`src/rtl/sleep_responder.sv`:
```
// Callee side of the sleep subroutine handshake: waits __p_ms milliseconds of
// clk cycles, then pulses __valid. Optional early abort under SLEEP_RESPONDER_ABORT_EN.
module sleep_responder #(
  parameter int unsigned CYCLES_PER_MS = 50000,
  parameter int          TICK_W        = $clog2(CYCLES_PER_MS + 1)
) (
  input  logic        __clk,
  input  logic        __reset,
  input  logic [31:0] __p_ms,
  input  logic        __start,
`ifdef SLEEP_RESPONDER_ABORT_EN
  input  logic        __abort,
`endif
  output logic        __idle,
  output logic        __valid
);

  if (CYCLES_PER_MS < 1) begin : g_bad_cycles_per_ms
    $error("sleep_responder: CYCLES_PER_MS must be at least 1");
  end

  localparam logic [TICK_W-1:0] TICK_MAX = TICK_W'(CYCLES_PER_MS - 1);
  localparam logic [TICK_W-1:0] TICK_ONE = TICK_W'(1);

  typedef enum logic [1:0] {
    IDLE = 2'd0,
    RUN  = 2'd1,
    DONE = 2'd2
  } state_t;

  state_t            r_state;
  state_t            w_state_next;
  logic [31:0]       r_ms_left;
  logic [31:0]       w_ms_left_next;
  logic [TICK_W-1:0] r_tick;
  logic [TICK_W-1:0] w_tick_next;
  logic              w_abort;

`ifdef SLEEP_RESPONDER_ABORT_EN
  assign w_abort = __abort;
`else
  assign w_abort = 1'b0;
`endif

  always_ff @(posedge __clk) begin
    if (__reset) begin
      r_state   <= IDLE;
      r_ms_left <= 32'd0;
      r_tick    <= '0;
    end else begin
      r_state   <= w_state_next;
      r_ms_left <= w_ms_left_next;
      r_tick    <= w_tick_next;
    end
  end

  always_comb begin
    w_state_next   = r_state;
    w_ms_left_next = r_ms_left;
    w_tick_next    = r_tick;
    case (r_state)
      IDLE: begin
        if (__start) begin
          w_ms_left_next = __p_ms;
          w_tick_next    = '0;
          w_state_next   = (__p_ms == 32'd0) ? DONE : RUN;
        end
      end
      RUN: begin
        if (w_abort) begin
          w_tick_next  = '0;
          w_state_next = DONE;
        end else if (r_tick == TICK_MAX) begin
          // One millisecond elapsed; the last one ends the call.
          w_tick_next    = '0;
          w_ms_left_next = r_ms_left - 32'd1;
          if (r_ms_left == 32'd1) begin
            w_state_next = DONE;
          end
        end else begin
          w_tick_next = r_tick + TICK_ONE;
        end
      end
      DONE: begin
        w_state_next = IDLE;
      end
      default: begin
        w_state_next = IDLE;
      end
    endcase
  end

  assign __idle  = (r_state == IDLE);
  assign __valid = (r_state == DONE);

endmodule

```
`config.mk`:
```
export PLATFORM = sky130hd
export DESIGN_NAME = sleep_responder
export DESIGN_NICKNAME = d
export VERILOG_FILES = /design/src/rtl/sleep_responder.sv
export SDC_FILE = /design/constraint.sdc
export NUM_CORES = 1
export LEC_CHECK = 0
export BUFFER_PORTS_ARGS = -buffer_cell sky130_fd_sc_hd__buf_2
export CORE_UTILIZATION = 48
export DETAILED_ROUTE_END_ITERATION = 8
export PLACE_DENSITY = 0.71
export SYNTH_ARGS = -nofsm -noshare
export SYNTH_HDL_FRONTEND = slang
export SYNTH_SLANG_ARGS = --single-unit
```
`constraint.sdc`:
```
create_clock -name __clk -period 2.6 [get_ports __clk]
set_input_delay 0.13 -clock __clk [delete_from_list [all_inputs] [get_ports __clk]]
set_output_delay 0.13 -clock __clk [all_outputs]
set_load 0.02 [all_outputs]
```
# Word-level counts from Yosys, hierarchy flattened
# Cells that the tools add are included.
dict set report totals {
  input_bits 35
  out_inout_bits 2
  reg_bits 50
}
dict set report classes {
  n_eq_ne 7
  muxes 11
  add_sub_neg 2
  n_reduce_logical 6
}
# op count
set op_table {}
lappend op_table {{32-bit two-way mux} 2}
lappend op_table {{32-bit one-hot mux with 2 select lines} 1}
lappend op_table {{32-bit by 1-bit == test with 1-bit output (second input constant)} 1}
lappend op_table {{32-bit logical NOT} 1}
lappend op_table {{16-bit two-way mux} 2}
lappend op_table {{16-bit one-hot mux with 2 select lines} 1}
lappend op_table {{32-bit by 1-bit subtractor with 32-bit output (second input constant)} 1}
lappend op_table {{16-bit by 1-bit adder with 16-bit output (second input constant)} 1}
lappend op_table {{16-bit == test (second input constant)} 1}
lappend op_table {{2-bit two-way mux} 4}
lappend op_table {{2-bit != test (second input constant)} 3}
lappend op_table {{3-bit AND reduction} 2}
lappend op_table {{2-bit one-hot mux with 2 select lines} 1}
lappend op_table {{2-bit by 1-bit == test with 1-bit output (second input constant)} 1}
lappend op_table {{2-bit == test (second input constant)} 1}
lappend op_table {{2-bit logical NOT} 1}
lappend op_table {{2-bit AND reduction} 1}
lappend op_table {{2-bit nonzero test} 1}

# Depth between registers and ports, before layout
dict set report logic_depth {
  depth_word 4
  depth_mapped 8
}

# Least setup slack after synthesis
# No wires, ideal clock.
dict set report synth_path {
  path_kind {flip-flop to flip-flop}
  start {register r_ms_left[17]}
  end {register r_ms_left[29]}
  synth_period_minus_slack_ns 2.228
  path_slack_ns 0.372
  setup_time_ns 0.122
  t_arrival_ns 2.106
  n_path_buf 1
  path_stages_with_launch 7
  t_required_ns 2.478
  path_cell_list {dfxtp_1 or4_4 nand4bb_1 buf_2 or3_4 o311a_1 a221o_1}
}
dict set report synth_between {
  elab_chain_len 3
}
# element line
set synth_lines {}
lappend synth_lines {{from (decl)} 33} ;# logic [31:0] r_ms_left;
lappend synth_lines {{from (signal assigned)} 52} ;# r_ms_left <= w_ms_left_next;
lappend synth_lines {{32-bit by 1-bit subtractor with 32-bit output} 76} ;# w_ms_left_next = r_ms_left - 32'd1;
lappend synth_lines {{32-bit two-way mux} 73} ;# end else if (r_tick == TICK_MAX) begin
lappend synth_lines {{32-bit one-hot mux with 2 select lines} 61} ;# case (r_state)
# No other way between the ends. The select of a mux whose other input is x is not followed.
# A chain may end at the register's enable or synchronous reset.

# Final worst setup path
# Same ends and word-level chain as after synthesis.

==> impl_metrics.tcl <==
set metrics [dict create \
    htreeDepth 2 \
    wl_met3_um 642 \
    fillerInstances 588 \
    r2r_cells 5 \
    cts_made_buffers 5 \
    clkSinkCount 50 \
    finalWorstSetupSlack_ns 0.381 \
    slowest_stage "or4_4" \
    p_seq_frac 0.418 \
    cts_hold_buf 0 \
    hp-class "input pin to register" \
    setup-tns-final_ns 0 \
    drt_first_iter_violations 344 \
    ys_seq_area_frac 0.323 \
    r2r_setup_slack_ns 0.38 \
    worstPathMaxFanout 7 \
    synth_cells 406 \
    dr.pass1.iters 5 \
    grt_use_total 0.285 \
    ys.warnings.count 0 \
    nets 480 \
    layout-drive-gt1-share 0.165 \
    criticalPathCategory "register to register" \
    portBuffers 36 \
    worstMarginPinSlew_ns 0.611 \
    routed_via_density 6.57 \
    synthTopCellsByArea "dfxtp_1 (32%), nand2_1 (6.2%), a21oi_1 (5.5%)" \
    synth-edff-count 0 \
    status "finished clean" \
    fin_skew_ns 0.0101 \
    dr.max_layer_used "met4" \
    yosys.cell_types.count 56 \
    wirelength_um 8980 \
    clkSlewWorstSetupHoldPaths_ns 0.10 \
    r2r_end "r_ms_left[29]" \
    finalSetupViolations 0 \
    dpl.hpwl_um 6230 \
    chipHeight_um 82.3 \
    min_from "__p_ms[28]" \
    antenna_left 0 \
    final_cells 518 \
    clkPwrFrac 0.227 \
    worstPathCellList "or4_4 > nand4bb_1 > or3_4 > o311a_1 > a221o_1" \
    p_int_mw 1.33 \
    synth_ff_type "dfxtp_1" \
    grt_remaining_overflow 0 \
    rows 28 \
    cts_buffer_depth 2 \
    max_freq_ghz 0.451 \
    r2r_start "r_ms_left[17]" \
    vdd_drop_max_v 0.000296 \
    finalCritPeriodShare 0.854 \
    post_cts_resized 0 \
    switching_share 0.378 \
    p_leak_nw 1.27 \
    hold_depth 3 \
    finalCriticalPeriod_ns 2.22 \
    synth_top_area_frac 0.323 \
    wl_met1_um 4190 \
    drcViolationCount 0 \
    antenna_found_initial 0 \
    rsz0062_at_grt "no" \
    syn_area_um2 3100 \
    power.density_nw_per_um2 613 \
    hold_viol 0 \
    p_total_mw 2.14 \
    root_buffer "clkbuf_8" \
    yosys_register_bits 50 \
    startpoint_type "register" \
    vias 3401 \
    place_inst 510 \
    arrival_ns 2.42 \
    postSynthAreaPerCell_um2 7.63 \
    crit_path_max_incr_delay_ns 0.57 \
    fin_util 0.576 \
    initial_core_util 0.511 \
    yosysTopAreaCell "dfxtp_1" \
    p_sw_mw 0.811 \
    drv_cap 0 \
    die_area_um2 6780 \
    wl_met2_um 4060 \
    min_to "r_ms_left[28]" \
    grt_first_pass_wirelength_um 14800 \
    area_delta_synth_final_pct 12.8 \
    dp_slack_ns 0.401 \
    synth_fp_nets 444 \
    grt_pass1_vias 3009 \
    max_slew_margin 0.593 \
    diodes 0 \
    wl_per_cell_um 17.3 \
    worst_ep_required_time_ns 2.80 \
    die_w_um 82.3 \
    drv_slew 0 \
    async_reset_ff_frac 0 \
    clk_latency_ns 0.31 \
    end_kind "register" \
    place_congestion 0.910 \
    grt_max_degree 63 \
    ios 37 \
    core_area_um2 6060 \
    cts_tree "yes" \
    comb_power_share 0.355 \
    cts_setup_buffers 0 \
]
power by group through the flow:
stage,registers [mW],logic [mW],clock network (mW)
after floorplan,0.889,0.511,0
after global placement,0.907,0.734,0
after detailed placement,0.910,0.744,0
after CTS,0.893,0.746,0.493
after global routing,0.906,0.832,0.516
final,0.895,0.761,0.486
stage by stage:
step                cell area [um2]  hold WS, ns
finish                         3490        0.117
CTS                            3490        0.119
floorplan                      3100        0.302
detailed placement             3400        0.432
global route                   3490        0.139
global placement               3400        0.424
state kept, by name (all words and copies together), names as in the netlist:
signal,flops
r_ms_left,32
r_state,2
r_tick,16
placed cells by master (no fill, tap or decap), drive strengths merged, types with 3 or more instances in the layout:
master and count:
buf 54, nand2 51, dfxtp 50, a21oi 34, o21ai 31, nor2 26
nor3 24, nor4 21, nand3 12, or3 11, o31ai 9, nand4 8
or4 8, a22oi 7, a22o 7, clkbuf 7, inv 5, o2bb2ai 5
o41ai 5, a311oi 5, nand2b 5, and3 4, nor4bb 4, o32ai 4
xor2 4, and2 3, or2 3, ha 3
worst max-delay path: cells and delay by family (launching register included):
family             cells  cell delay [ns]
and+or+nand+nor        3             1.20
DFF                    1             0.37
AOI/OAI and AO/OA      2             0.55
routing by layer:
metal	vias up	track usage
met5	-	0
met4	0	0.0965
met3	8	0.0473
met2	160	0.438
met1	1588	0.399
li1	1645	-
cell usage after synthesis (3+ instances only):
cell        n
a22o_1      7
inv_1       5
and3_1      4
nor2_1     26
nor4_1     20
o41ai_1     5
a22oi_1     7
ha_1        3
a21oi_1    34
nor4bb_1    4
nand3_1    12
or2_2       3
o32ai_1     4
dfxtp_1    50
xor2_1      4
nand2b_1    5
nand2_1    51
or3_1       8
or4_1       7
buf_6       3
o21ai_0    31
nand4_1     8
o31ai_1     9
clkbuf_1   20
nor3_1     23
o2bb2ai_1   5
and2_1      3
a311oi_1    5
cell families after synthesis:
group / after synthesis / synth area share
AO/OA/AOI/OAI: 128 / 0.274
adder cells (fa/ha/maj): 3 / 0.0121
buffers and inverters: 30 / 0.0444
AND/OR/NAND/NOR: 191 / 0.335
flip-flops: 50 / 0.323
XOR/XNOR: 4 / 0.0113
area by class of cell:
| cell class | count | area (um2) | area share |
|---|---|---|---|
| Multi-Input combinational cell | 326 | 1960 | 0.561 |
| Sequential cell | 50 | 1000 | 0.287 |
| Timing Repair Buffer | 54 | 328 | 0.0938 |
| Tap cell | 75 | 93.8 | 0.0269 |
| Clock buffer | 7 | 86.3 | 0.0247 |
| Inverter | 5 | 18.8 | 0.00537 |
| Clock inverter | 1 | 5.00 | 0.00143 |
worst max-delay path by stage:
stage / start / endpoint / slack (ns) / depth (start not counted)
6_report: r_ms_left[17] / r_ms_left[29] / 0.38 / 5
5_1_grt: r_ms_left[0] / r_ms_left[30] / 0.19 / 8
4_1_cts: r_ms_left[17] / r_ms_left[29] / 0.40 / 5
3_5_place_dp: r_ms_left[17] / r_ms_left[29] / 0.40 / 5
3_3_place_gp: r_ms_left[17] / r_ms_left[29] / 0.44 / 5
2_1_floorplan: r_ms_left[17] / r_ms_left[29] / 0.37 / 6
No activity file was read; power rests on OpenSTA's default activity.
